--- src/rtl/ast_video_pkg.sv ---
// Shared types and helpers for the Avalon-ST video source: FSM state
// encoding, data-width derivation and the position-encoding pixel packer.
package ast_video_pkg;

  typedef enum logic [1:0] {
    ST_IDLE,
    ST_ACTIVE,
    ST_GAP
  } state_t;

  // Widest beat the packer can build; callers truncate to their own width.
  localparam int MAX_DATA_WIDTH = 256;

  function automatic int data_width(input int symbols_per_beat, input int bits_per_symbol);
    return symbols_per_beat * bits_per_symbol;
  endfunction

  // Symbol 0 = x, symbol 1 = line, symbol 2 = packet count, everything above
  // is zero. Truncating the result drops symbols a narrow beat cannot carry.
  function automatic logic [MAX_DATA_WIDTH-1:0] pack_pixel(
    input logic [31:0] x,
    input logic [31:0] line,
    input logic [31:0] count,
    input int          bits_per_symbol
  );
    logic [MAX_DATA_WIDTH-1:0] mask;
    mask = (MAX_DATA_WIDTH'(1) << bits_per_symbol) - MAX_DATA_WIDTH'(1);
    return (MAX_DATA_WIDTH'(x) & mask)
         | ((MAX_DATA_WIDTH'(line) & mask) << bits_per_symbol)
         | ((MAX_DATA_WIDTH'(count) & mask) << (2 * bits_per_symbol));
  endfunction

endpackage

--- src/rtl/ast_raster_counter.sv ---
// Raster position counter: x/line with wrap, line step of 1 (frame) or 2
// (field), and SOP/EOP flags for the position the counter moves to next.
module ast_raster_counter #(
  parameter int  WIDTH  = 640,
  parameter int  HEIGHT = 480,
  localparam int XW     = $clog2(WIDTH),
  localparam int LW     = $clog2(HEIGHT + 2)
) (
  input  logic          clock,
  input  logic          reset,
  input  logic          load,
  input  logic          advance,
  input  logic          interlaced,
  input  logic          odd,
  output logic [XW-1:0] x_next,
  output logic [LW-1:0] line_next,
  output logic          odd_next,
  output logic          interlaced_mode,
  output logic          sop_next,
  output logic          eop_next
);

  localparam logic [XW-1:0] X_LAST      = XW'(WIDTH - 1);
  localparam logic [LW-1:0] L_LAST      = LW'(HEIGHT - 1);
  localparam logic [LW-1:0] L_LAST_EVEN = LW'(HEIGHT - 2);

  logic [XW-1:0] x_q;
  logic [LW-1:0] line_q;
  logic          odd_q;
  logic          mode_next;
  logic [LW-1:0] first_line;
  logic [LW-1:0] last_line;

  // Next position: load restarts the raster, advance steps it by one beat.
  // NOTE: every always_comb output gets a default first so no path leaves it
  // unassigned; otherwise synthesis infers a latch to hold the old value.
  always_comb begin
    mode_next = interlaced_mode;
    odd_next  = odd_q;
    x_next    = x_q;
    line_next = line_q;
    if (load) begin
      mode_next = interlaced;
      odd_next  = interlaced & odd;
      x_next    = '0;
      line_next = {{(LW-1){1'b0}}, interlaced & odd};
    end else if (advance) begin
      if (x_q == X_LAST) begin
        x_next    = '0;
        line_next = line_q + (interlaced_mode ? LW'(2) : LW'(1));
      end else begin
        x_next = x_q + XW'(1);
      end
    end
    first_line = {{(LW-1){1'b0}}, odd_next};
    last_line  = (mode_next && !odd_next) ? L_LAST_EVEN : L_LAST;
    sop_next   = (x_next == '0) && (line_next == first_line);
    eop_next   = (x_next == X_LAST) && (line_next == last_line);
  end

  // Position and packet-mode registers.
  // NOTE: sequential state uses non-blocking assignments so every register
  // samples pre-edge values regardless of statement order.
  always_ff @(posedge clock or posedge reset) begin
    if (reset) begin
      x_q             <= '0;
      line_q          <= '0;
      odd_q           <= 1'b0;
      interlaced_mode <= 1'b0;
    end else begin
      x_q             <= x_next;
      line_q          <= line_next;
      odd_q           <= odd_next;
      interlaced_mode <= mode_next;
    end
  end

endmodule

--- src/rtl/ast_field_source.sv ---
// Avalon-ST raster test source: emits progressive frames or alternating
// even/odd fields with SOP/EOP framing, inter-packet gaps and backpressure.
module ast_field_source
  import ast_video_pkg::*;
#(
  parameter int SYMBOLS_PER_BEAT = 3,
  parameter int BITS_PER_SYMBOL  = 8,
  parameter int WIDTH            = 640,
  parameter int HEIGHT           = 480,
  parameter int GAP_CYCLES       = 2
) (
  input  logic                                        clock,
  input  logic                                        reset,
  input  logic                                        enable,
  input  logic                                        interlaced,
  output logic [SYMBOLS_PER_BEAT*BITS_PER_SYMBOL-1:0] dout_data,
  input  logic                                        dout_ready,
  output logic                                        dout_valid,
  output logic                                        dout_startofpacket,
  output logic                                        dout_endofpacket,
  output logic                                        field_id,
  output logic                                        packet_done
);

  localparam int DATA_WIDTH = data_width(SYMBOLS_PER_BEAT, BITS_PER_SYMBOL);
  localparam int XW         = $clog2(WIDTH);
  localparam int LW         = $clog2(HEIGHT + 2);

  localparam logic [7:0]                 GAP_LAST  = 8'(GAP_CYCLES - 1);
  localparam logic [BITS_PER_SYMBOL-1:0] COUNT_ONE = BITS_PER_SYMBOL'(1);

  state_t                     state_q, state_d;
  logic [7:0]                 gap_q, gap_d;
  logic [BITS_PER_SYMBOL-1:0] count_q, count_d;
  logic                       parity_q, parity_d;
  logic                       load;
  logic                       transfer;
  logic                       eop_transfer;
  logic                       valid_d;
  logic [XW-1:0]              x_next;
  logic [LW-1:0]              line_next;
  logic                       odd_next;
  logic                       interlaced_mode;
  logic                       sop_next;
  logic                       eop_next;
  logic [DATA_WIDTH-1:0]      pixel_next;

  ast_raster_counter #(
    .WIDTH  (WIDTH),
    .HEIGHT (HEIGHT)
  ) u_raster (
    .clock           (clock),
    .reset           (reset),
    .load            (load),
    .advance         (transfer),
    .interlaced      (interlaced),
    .odd             (parity_d),
    .x_next          (x_next),
    .line_next       (line_next),
    .odd_next        (odd_next),
    .interlaced_mode (interlaced_mode),
    .sop_next        (sop_next),
    .eop_next        (eop_next)
  );

  // Packet sequencing: start on enable, finish on EOP transfer, then gap and
  // re-decide. Parity toggles per field; a finished frame resets it to even.
  always_comb begin
    state_d      = state_q;
    gap_d        = gap_q;
    count_d      = count_q;
    parity_d     = parity_q;
    load         = 1'b0;
    transfer     = dout_valid && dout_ready;
    eop_transfer = transfer && dout_endofpacket;
    case (state_q)
      ST_IDLE: begin
        if (enable) begin
          load    = 1'b1;
          state_d = ST_ACTIVE;
        end
      end
      ST_ACTIVE: begin
        if (eop_transfer) begin
          count_d  = count_q + COUNT_ONE;
          parity_d = interlaced_mode & ~parity_q;
          if (GAP_CYCLES > 0) begin
            state_d = ST_GAP;
            gap_d   = GAP_LAST;
          end else if (enable) begin
            load = 1'b1;
          end else begin
            state_d = ST_IDLE;
          end
        end
      end
      ST_GAP: begin
        if (gap_q == 8'd0) begin
          if (enable) begin
            load    = 1'b1;
            state_d = ST_ACTIVE;
          end else begin
            state_d = ST_IDLE;
          end
        end else begin
          gap_d = gap_q - 8'd1;
        end
      end
      default: state_d = ST_IDLE;
    endcase
    valid_d    = (state_d == ST_ACTIVE);
    pixel_next = DATA_WIDTH'(pack_pixel(32'(x_next), 32'(line_next), 32'(count_d),
                                        BITS_PER_SYMBOL));
  end

  // FSM, gap counter, packet count and field parity.
  always_ff @(posedge clock or posedge reset) begin
    if (reset) begin
      state_q  <= ST_IDLE;
      gap_q    <= 8'd0;
      count_q  <= '0;
      parity_q <= 1'b0;
    end else begin
      state_q  <= state_d;
      gap_q    <= gap_d;
      count_q  <= count_d;
      parity_q <= parity_d;
    end
  end

  // Registered stream outputs; a stalled beat recomputes to the same values
  // because the raster counter only moves on a transfer.
  always_ff @(posedge clock or posedge reset) begin
    if (reset) begin
      dout_valid         <= 1'b0;
      dout_data          <= '0;
      dout_startofpacket <= 1'b0;
      dout_endofpacket   <= 1'b0;
      field_id           <= 1'b0;
      packet_done        <= 1'b0;
    end else begin
      dout_valid  <= valid_d;
      packet_done <= eop_transfer;
      if (valid_d) begin
        dout_data          <= pixel_next;
        dout_startofpacket <= sop_next;
        dout_endofpacket   <= eop_next;
        field_id           <= odd_next;
      end else begin
        dout_data          <= '0;
        dout_startofpacket <= 1'b0;
        dout_endofpacket   <= 1'b0;
      end
    end
  end

endmodule

--- config.mk ---
export PLATFORM = sky130hd
export DESIGN_NAME = ast_field_source
export DESIGN_NICKNAME = d
export VERILOG_FILES = /design/src/rtl/ast_video_pkg.sv /design/src/rtl/ast_raster_counter.sv /design/src/rtl/ast_field_source.sv
export SDC_FILE = /design/constraint.sdc
export NUM_CORES = 1
export LEC_CHECK = 0
export BUFFER_PORTS_ARGS = -buffer_cell sky130_fd_sc_hd__clkbuf_2
export CAP_MARGIN = 5
export CELL_PAD_IN_SITES_DETAIL_PLACEMENT = 0
export CELL_PAD_IN_SITES_GLOBAL_PLACEMENT = 1
export CORE_ASPECT_RATIO = 0.9
export CORE_MARGIN = 4
export CORE_UTILIZATION = 46
export CTS_CLUSTER_SIZE = 16
export DETAILED_ROUTE_END_ITERATION = 12
export PLACE_DENSITY = 0.83
export SLEW_MARGIN = 20
export SYNTH_ARGS = -nofsm -noshare
export SYNTH_HDL_FRONTEND = slang
export SYNTH_SLANG_ARGS = --single-unit
--- constraint.sdc ---
create_clock -name clock -period 3.3 [get_ports clock]
set_clock_uncertainty 0.1 [all_clocks]
set_input_delay 0.66 -clock clock [delete_from_list [all_inputs] [get_ports clock]]
set_output_delay 0.66 -clock clock [all_outputs]
set_load 0.01 [all_outputs]
* Word level (Yosys, flattened, before mapping)
Cells that the tools add are included.
Operators by class: add/sub/neg operators 4, eq/ne operators 9, multiplexer cells 28, bitwise gates (word level) 5, reductions and logical operators 11
Operators with widths (number):
- $mux 8 | 4
- $mux 10 | 3
- $mux 9 | 3
- $mux 24 | 1
- $or 16x24->24 | 1
- $eq 10x10->1 const B | 2
- $or 8x16->16 | 1
- $pmux 8 s2 | 1
- $add 10x1->10 const B | 1
- $logic_not 10->1 | 1
- $mux 1 | 10
- $add 9x9->9 | 1
- $eq 9x1->1 | 1
- $eq 9x9->1 | 1
- $add 8x1->8 const B | 1
- $logic_not 8->1 | 1
- $mux 2 | 4
- $sub 8x1->8 const B | 1
- $pmux 2 s3 | 1
- $logic_and 1x1->1 | 5
- $eq 2x1->1 const B | 2
- $ne 2x2->1 const B | 2
- $reduce_and 3->1 | 1
- $and 1x1->1 | 2
- other kinds (6) | 6
Word-level totals: bits in registers 69, bits of input ports 5, logic and storage cells 71

* Depth between registers and ports, before layout
Gate-level depths: netlist of the first run.
depth in word-level cells 12, gate-level depth with buffers 9, gate-level depth less buffers 9

* By module
From an unflattened synthesis of the first run, not the netlist that was laid out.
Second synthesis, totals: cell total of the unflattened synthesis 310, area, all modules 3323.2 µm²
By module, submodules not included:
- ast_field_source | instances 1, cells an instance 151, area each 1880.6 µm², sequential area each 1201.2 µm²
- ast_raster_counter | instances 1, cells an instance 159, area each 1442.6 µm², sequential area each 525.5 µm²

* Worst setup path after synthesis of the first run
Ideal clock, no wire load.
kind reg-to-reg, start reg u_raster.x_q[0], end reg dout_endofpacket, data arrival time 2.049 ns, required time 3.104 ns, setup slack 1.055 ns, cell stages (with the launch flop) 8, buffers on the path 0, period minus slack after synthesis 2.245 ns, path through dfrtp_1 > ha_1 > nand3_4 > or4_4 > nor4_4 > o21ba_2 > nand4_1 > nor4_2
On the way: cells in the longest elaborated chain, start to end 7, elaborated cells between the ends (all ways) 12, classes of those cells 1 x add/sub; 3 x eq/ne; 7 x mux; 1 x reduce/logical
RTL lines:
- from (decl) | line ast_raster_counter.sv:27 | logic [XW-1:0] x_q;
- from (signal assigned) | line ast_raster_counter.sv:71 | x_q <= x_next;
- $eq 10x10->1 | line ast_raster_counter.sv:48 | if (x_q == X_LAST) begin
- $mux 9 | line ast_raster_counter.sv:48
- $mux 9 | line ast_raster_counter.sv:47 | end else if (advance) begin
- $mux 9 | line ast_raster_counter.sv:42 | if (load) begin
- named net line_next[6] | line ast_field_source.sv:41 | logic [LW-1:0] line_next;
- $eq 9x9->1 | line ast_raster_counter.sv:58 | eop_next = (x_next == X_LAST) && (line_next == last_line);
- $logic_and 1x1->1 | line ast_raster_counter.sv:58
- $mux 1 | line ast_field_source.sv:144 | if (valid_d) begin
- to (signal assigned) | line ast_field_source.sv:147 | dout_endofpacket <= eop_next;
- to (decl) | line ast_field_source.sv:20 | output logic dout_endofpacket,
The timed path passes the listed nets, and every way through them passes these cells. A chain may end at the register's enable or synchronous reset.

* Final worst setup path of the first run
start reg u_raster.x_q[0], end reg dout_endofpacket
On the way: cells in the longest elaborated chain, start to end 7, elaborated cells between the ends (all ways) 12, classes of those cells 1 x add/sub; 3 x eq/ne; 7 x mux; 1 x reduce/logical
RTL lines (line):
- $add 10x1->10 / $eq 10x10->1 (equally long branches) | ast_raster_counter.sv:52, ast_raster_counter.sv:48
- $mux 10 / $mux 9 (equally long branches) | ast_raster_counter.sv:48
- $mux 10 / $mux 9 (equally long branches) | ast_raster_counter.sv:47
- $mux 10 / $mux 9 (equally long branches) | ast_raster_counter.sv:42
- $eq 10x10->1 / $eq 9x9->1 (equally long branches) | ast_raster_counter.sv:58
- $logic_and 1x1->1 * | ast_raster_counter.sv:58
- $mux 1 * | ast_field_source.sv:144
Mark *: on every way between the ends. The rest lies on a longest branch, timed or not.

==> metrics.md, run 1 <==
| Metric | Value |
|---|---|
| Boundary Pins | `34` |
| Status | `complete, no violations` |
| Clk slew on worst S/H paths | `0.08 ns` |
| Syn Nets | `321` |
| Worst Hold Class | `primary input to asynchronous set/reset pin` |
| Initial drt markers | `134` |
| Root Driver | `clkbuf_8` |
| CP startpoint kind | `flip-flop` |
| Static Leak | `roughly 1.7 nW` |
| N_diodes | `0` |
| Worst ir drop on vdd | `0.0004342 V` |
| GR Util All Layers | `0.1699` |
| Setup bufs post-CTS | `0` |
| Fraction of registers with async set/reset | `1.000` |
| Crit path kind | `flip-flop to flip-flop` |
| Worst path arrival time | `2.77 ns` |
| Peak fanout along the critical path | `10` |
| Highest-count cells in the layout ignoring fill and taps | `dfrtp_1 (69), nor2_1 (41), clkbuf_2 (33)` |
| Switching Fraction | `0.2795` |
| Cts bufs inserted | `9` |
| Initial Utilization | `0.4855` |
| Most common cell after layout, fill and taps aside | `dfrtp_1` |
| Flops & latches, synth | `69` |
| Worst-margin pin slew | `between 0.6 and 0.7 ns` |
| Power Total | `2.052 mW` |
| RD Place Congestion | `about 0.8` |
| GRT overflow | `0` |
| Min Clock Period, post-route | `2.611 ns` |
| Die Wd | `96.82 um` |
| CTS resizes | `0` |
| Comb power frac | `0.154` |
| Die Footprint | `about 8500 um^2` |
| Crit path capture type | `flip-flop` |
| Critical Path RT | `~3.5 ns` |
| Max-cap violation count | `0` |
| NetSw | `0.5736 mW` |
| Routed WL | `6406 um` |
| Worst-case clock buffer depth | `2` |
| Largest net degree at the start of global routing | `26` |
| Hold Vio Cnt, Final | `0` |
| Post-synthesis sequential area ratio | `0.5287` |
| EDFF count, synth | `0` |
| Clk Latency, worst-skew pair | `0.35 ns` |
| Layout cell share with drive strength beyond 1 | `0.1948` |
| Syn_area_per_cell | `around 11 um^2` |
| Top post-synthesis cells by area | `dfrtp_1 (53%), nor2_1 (4.7%), xnor2_1 (4.3%), xor2_1 (3.8%), and2_1 (2.5%)` |
| 1st-pass router iterations | `4` |
| Final net count | `357` |
| CORE AREA | `6726 um^2` |
| Row Count | `28` |
| I/O Buffers | `33` |
| Final std cells w/o fill | `439` |
| Final ANT Viol Nets | `0` |
| Dpl cells | `424` |
| Final Cell Area | `approximately 3700 um^2` |
| Clock share of power | `0.365` |
| Pwr dens | `550.4 nW/um^2` |
| Via count | `2,232` |
| Synth Cell Area | `3266 um^2` |
| Synthesized instance count | `309` |
| Final core utilization | `0.5543` |
| Max-slew headroom at the worst pin | `0.5698` |
| CTS Sinks | `between 60 and 70` |
| Number of global-route vias before repair | `~2,300` |
| P_int | `~1.5 mW` |
| CTS tree | `yes` |
| Max Transition Viols Final | `0` |
| Initial antenna violation count | `0` |
| Post-DR wirelength/cell | `14.59 um` |
| DRC | `0` |
| Htree depth | `3` |
| Predominant post-synthesis flop cell | `dfrtp_1` |
| Synth cell types | `48` |
| Area grow syn2layout | `14.18%` |
| Hold buffer count at CTS | `0` |
| Vias per inst | `5.084` |
| Sequential Power Share | `0.480` |
| Post-DP HPWL | `4622 um` |
| RSZ-0062 raised after global routing | `false` |
| Max Fclk | `382.9 MHz` |
| Synth top area share | `0.5287` |
| Synth Warn # | `0` |
| Fin crit share | `0.7913` |
| First-pass GRT wire length | `11,360 um` |
| Die height | `87.94 um` |
| Endpoints failing setup | `0` |
| TNS Setup | `0 ns` |
| Post-DP Area | `approximately 3500 um^2` |
| Post-synth top area cell | `dfrtp_1` |
## critical path, cell delays in order (launching register included)
cell      delay (ns)
dfrtp_1         0.47
ha_1            0.36
nand3_4         0.16
nor4_4          0.63
nand3_1         0.17
xnor2_1         0.21
nand2b_1        0.14
nor4_2          0.28
## layout make-up
type / instances / area (um^2)
fill: 607 / 2998
sequential: 69 / 1727
multi-input combinational: 214 / 1428
timing repair buffer: 37 / 195.2
clock buffer: 11 / 141.4
tap: 90 / 112.6
clock inverter: 4 / 72.57
inverter: 14 / 52.55
## power by group through the flow
stage | Sequential (mW) | Clock [mW] | Combinational, mW
floorplan | 0.974 | 0 | 0.248
global placement | 0.999 | 0 | 0.312
detailed placement | 0.999 | 0 | 0.316
CTS | 0.984 | 0.770 | 0.318
global route | 0.997 | 0.809 | 0.362
finish | 0.986 | 0.750 | 0.316
## through the flow
| stage | worst slack, ns | hold WS [ns] |
|---|---|---|
| finish | 0.6887 | 0.2219 |
| global route | 0.4353 | 0.2576 |
| CTS | 0.7363 | 0.2179 |
| detailed placement | 0.7661 | 0.3573 |
| global placement | 0.7514 | 0.3584 |
| floorplan | 0.8001 | 0.3368 |
## registers in the layout, indices dropped and copies added (netlist names)
name,count
state_q,2
u_raster.odd_q,1
field_id,1
gap_q,8
dout_valid,1
count_q,8
parity_q,1
u_raster.line_q,9
u_raster.x_q,10
dout_data,24
packet_done,1
u_raster.interlaced_mode,1
dout_endofpacket,1
dout_startofpacket,1
## final timing paths
path,from,endpoint,slack [ns],cells after the start
setup / recovery,u_raster.x_q[0],dout_endofpacket,0.69,7
hold / removal,reset,dout_endofpacket,0.22,2
setup reg to reg,u_raster.x_q[0],dout_endofpacket,0.69,7
hold reg to reg,count_q[7],count_q[7],0.37,1
max in group asynchronous,reset,dout_data[5],2.16,3
min in group clock,count_q[7],count_q[7],0.37,1
## synthesized netlist by cell type (all sizes together) (3+ instances only)
library cell / n
a21oi: 9
a31oi: 3
and2: 13
and3: 5
buf: 6
clkbuf: 6
dfrtp: 69
ha: 6
inv: 14
mux2: 6
mux2i: 3
nand2: 19
nand2b: 5
nand3: 13
nand4: 7
nand4b: 3
nor2: 41
nor2b: 3
nor3: 11
nor4: 8
o21ai: 5
o31ai: 3
xnor2: 16
xor2: 14
## metal layers
layer  up-vias  wire, um  GRT usage
li1       1125         -          -
met1      1056      3372     0.2414
met2        44      2686     0.2481
met3         7       282    0.05971
met4         0        65    0.04847
met5         -         0          0
## cells by family after synthesis
family,after synthesis,share of synthesized area
XOR/XNOR,30,0.08046
AND/OR/NAND/NOR,137,0.2364
multiplexers,9,0.02988
buffers and inverters,26,0.03410
adder cells (fa/ha/maj),7,0.02912
AO/OA/AOI/OAI,31,0.06131
flip-flops,69,0.5287
Power figures use the tool's default switching activity.
==> inputs of run 2 (changes only) <==
Settings changed: CORE_UTILIZATION 46 to 42, PLACE_DENSITY 0.83 to 0.8.
Clock period 3.3 ns to 2.3 ns, I/O delays scaled along.
==> run 2 against run 1 <==
Global-route usage decreased by 0.33 points. Register-to-register slack got worse by 0.66 ns. Non-clock buffer count increased by 26. Combinational power increased by 99%. Total power increased by 61%. Routed wire length increased by 8.9%. Cell count increased by 7.5%. Worst hold slack got worse by 0.20 ns. Critical path type unchanged. Largest cell class unchanged.
==> metrics.md, run 2 (synthesized netlist as in run 1, its figures left out) <==
| Metric | Value |
|---|---|
| N_diodes | `0 (unchanged)` |
| Hold Vio Cnt, Final | `0 (unchanged)` |
| Fin crit share | `0.9890 (was 0.7913)` |
| Crit path cell chain | `inv_2 > ha_4 > fa_2 > nand3_4 > or4_4 > nor4_4 > o21ba_2 > nand4_1 > nor4_2 (was ha_1 > nand3_4 > nor4_4 > nand3_1 > xnor2_1 > nand2b_1 > nor4_2)` |
| Worst ir drop on vdd | `0.0004190 V (was 0.0004342 V)` |
| Pwr dens | `815.2 nW/um^2 (was 550.4 nW/um^2)` |
| Dpl cells | `452 (was 424)` |
| Highest-count cells in the layout ignoring fill and taps | `dfrtp_1 (69), nor2_1 (40), clkbuf_2 (33) (was dfrtp_1 (69), nor2_1 (41), clkbuf_2 (33))` |
| Peak fanout along the critical path | `3 (was 10)` |
| Max-cap violation count | `0 (unchanged)` |
| Root Driver | `clkbuf_8 (unchanged)` |
| Power Total | `3.312 mW (was 2.052 mW)` |
| Endpoints failing setup | `0 (unchanged)` |
| Largest net degree at the start of global routing | `24 (was 26)` |
| Initial Utilization | `0.4328 (was 0.4855)` |
| Largest Register | `dout_data (unchanged)` |
| TNS Setup | `0 ns (unchanged)` |
| Initial drt markers | `167 (was 134)` |
| Slowest stage cell, crit path | `or4_4 (was nor4_4)` |
| Worst-margin pin slew | `0.5168 ns (was 0.6405 ns)` |
| Worst path arrival time | `2.43 ns (was 2.77 ns)` |
| Largest register FFs | `24 (unchanged)` |
| Post-DP HPWL | `5077 um (was 4622 um)` |
| Cell family with most CP delay | `simple AND/OR/NAND/NOR gates (unchanged)` |
| RD Place Congestion | `0.8740 (was 0.8032)` |
| 1st-pass router iterations | `4 (unchanged)` |
| Boundary Pins | `34 (unchanged)` |
| Max Transition Viols Final | `0 (unchanged)` |
| Final std cells w/o fill | `472 (was 439)` |
| I/O Buffers | `33 (unchanged)` |
| Critical Path RT | `2.46 ns (was 3.46 ns)` |
| Max Fclk | `439.6 MHz (was 382.9 MHz)` |
| Crit path capture type | `flip-flop (unchanged)` |
| Final ANT Viol Nets | `0 (unchanged)` |
| Via count | `2,372 (was 2,232)` |
| Die Wd | `100.9 um (was 96.82 um)` |
| Min Clock Period, post-route | `2.275 ns (was 2.611 ns)` |
| Static Leak | `1.905 nW (was 1.732 nW)` |
| Worst Hold Class | `primary input to asynchronous set/reset pin (unchanged)` |
| Buffers and inverters on the worst path | `1 (was 0)` |
| CP startpoint kind | `flip-flop (unchanged)` |
| Max-slew headroom at the worst pin | `0.6549 (was 0.5698)` |
| Htree depth | `3 (unchanged)` |
| GRT overflow | `0 (unchanged)` |
| Row Count | `30 (was 28)` |
| Crit-path max cell delay | `0.45 ns (was 0.63 ns)` |
| CORE AREA | `7545 um^2 (was 6726 um^2)` |
| Status | `complete, no violations (unchanged)` |
| Post-DR wirelength/cell | `14.77 um (was 14.59 um)` |
| Final core utilization | `0.5385 (was 0.5543)` |
| Initial antenna violation count | `0 (unchanged)` |
| First-pass GRT wire length | `12,030 um (was 11,360 um)` |
| Crit path kind | `flip-flop to flip-flop (unchanged)` |
| Vias per inst | `5.025 (was 5.084)` |
| Number of global-route vias before repair | `2,418 (was 2,333)` |
| Clk Latency, worst-skew pair | `0.35 ns (about the same)` |
| GR Util All Layers | `0.1666 (was 0.1699)` |
| Most common cell after layout, fill and taps aside | `dfrtp_1 (unchanged)` |
| Top Registers | `dout_data x24, u_raster.x_q x10, u_raster.line_q x9 (unchanged)` |
| Final net count | `383 (was 357)` |
| CTS tree | `yes (unchanged)` |
| Worst-case clock buffer depth | `2 (unchanged)` |
| Routed WL | `6973 um (was 6406 um)` |
| Die height | `91.65 um (was 87.94 um)` |
| Cts bufs inserted | `9 (unchanged)` |
| Clk slew on worst S/H paths | `0.07 ns (was 0.08 ns)` |
| CTS Sinks | `69 (unchanged)` |
| Die Footprint | `9252 um^2 (was 8513 um^2)` |
| RSZ-0062 raised after global routing | `true (was false)` |
| Layout cell share with drive strength beyond 1 | `0.2766 (was 0.1948)` |
| DRC | `0 (unchanged)` |
| Area grow syn2layout | `24.41% (was 14.18%)` |
[run 2: changes by cell type in the layout (fill, tap and decap cells not counted), sizes merged]
cell	previous run	this run
buf	4	30
clkinvlp	1	0
inv	14	15
bufinv	2	4
clkinv	1	2
clkbuf	44	42
[run 2: layer usage]
metal / GRT usage / routed length, um / share of wire
met1: 0.2431 / 3472 / 0.50
met2: 0.2396 / 3125 / 0.45
met3: 0.03954 / 264 / 0.038
met4: 0.06312 / 111 / 0.016
met5: 0 / 0 / 0
[run 2: area by class of cell]
class	count	area, um^2
fill	667	3482
sequential	69	1727
multi-input combinational	214	1474
timing repair buffer	63	419.2
clock inverter	7	146.4
clock buffer	9	123.9
tap	96	120.1
inverter	14	52.55
[run 2: through the flow]
stage / setup slack (ns) / hold slack (ns) / instance area (um^2)
global placement: 0.07610 / 0.3516 / 3712
detailed placement: -0.03528 / 0.3610 / 3712
global route: -0.1070 / 0.05485 / 4063
CTS: 0.0002502 / 0.03449 / 3993
finish: 0.02522 / 0.02266 / 4063
floorplan: 0.0001381 / 0.3368 / 3266
[run 2: what timing repair did]
item	in CTS	in global routing
gates resized for setup	3	9
setup endpoints to repair	1	3
buffers inserted	0	4
hold buffers	0	0
endpoints found under the hold margin	0	0
[run 2: path summary, 6_finish.rpt]
| check | from | endpoint | slack [ns] | cells past startpoint |
|---|---|---|---|---|
| min reg2reg | gap_q[0] | gap_q[0] | 0.37 | 1 |
| max | u_raster.interlaced_mode | dout_endofpacket | 0.03 | 9 |
| min | reset | dout_data[14] | 0.02 | 2 |
| max in group asynchronous | reset | count_q[2] | 1.53 | 3 |
| min in group clock | interlaced | u_raster.interlaced_mode | 0.25 | 3 |
| max reg2reg | u_raster.interlaced_mode | dout_endofpacket | 0.03 | 9 |
[run 2: worst register-to-register path: cells and delay by family, from the launching register on]
kind                     cells  cell delay, ns
AO/OA/AOI/OAI                1            0.18
adder cells (fa/ha/maj)      2            0.38
buffers and inverters        1            0.09
flip-flops                   1            0.40
AND/OR/NAND/NOR              5            1.05
[run 2: where the power goes]
| group | internal [mW] | total (mW) | switching (mW) |
|---|---|---|---|
| sequential | 1.30 | 1.37 | 0.0694 |
| clock | 0.837 | 1.31 | 0.471 |
| combinational | 0.277 | 0.630 | 0.353 |
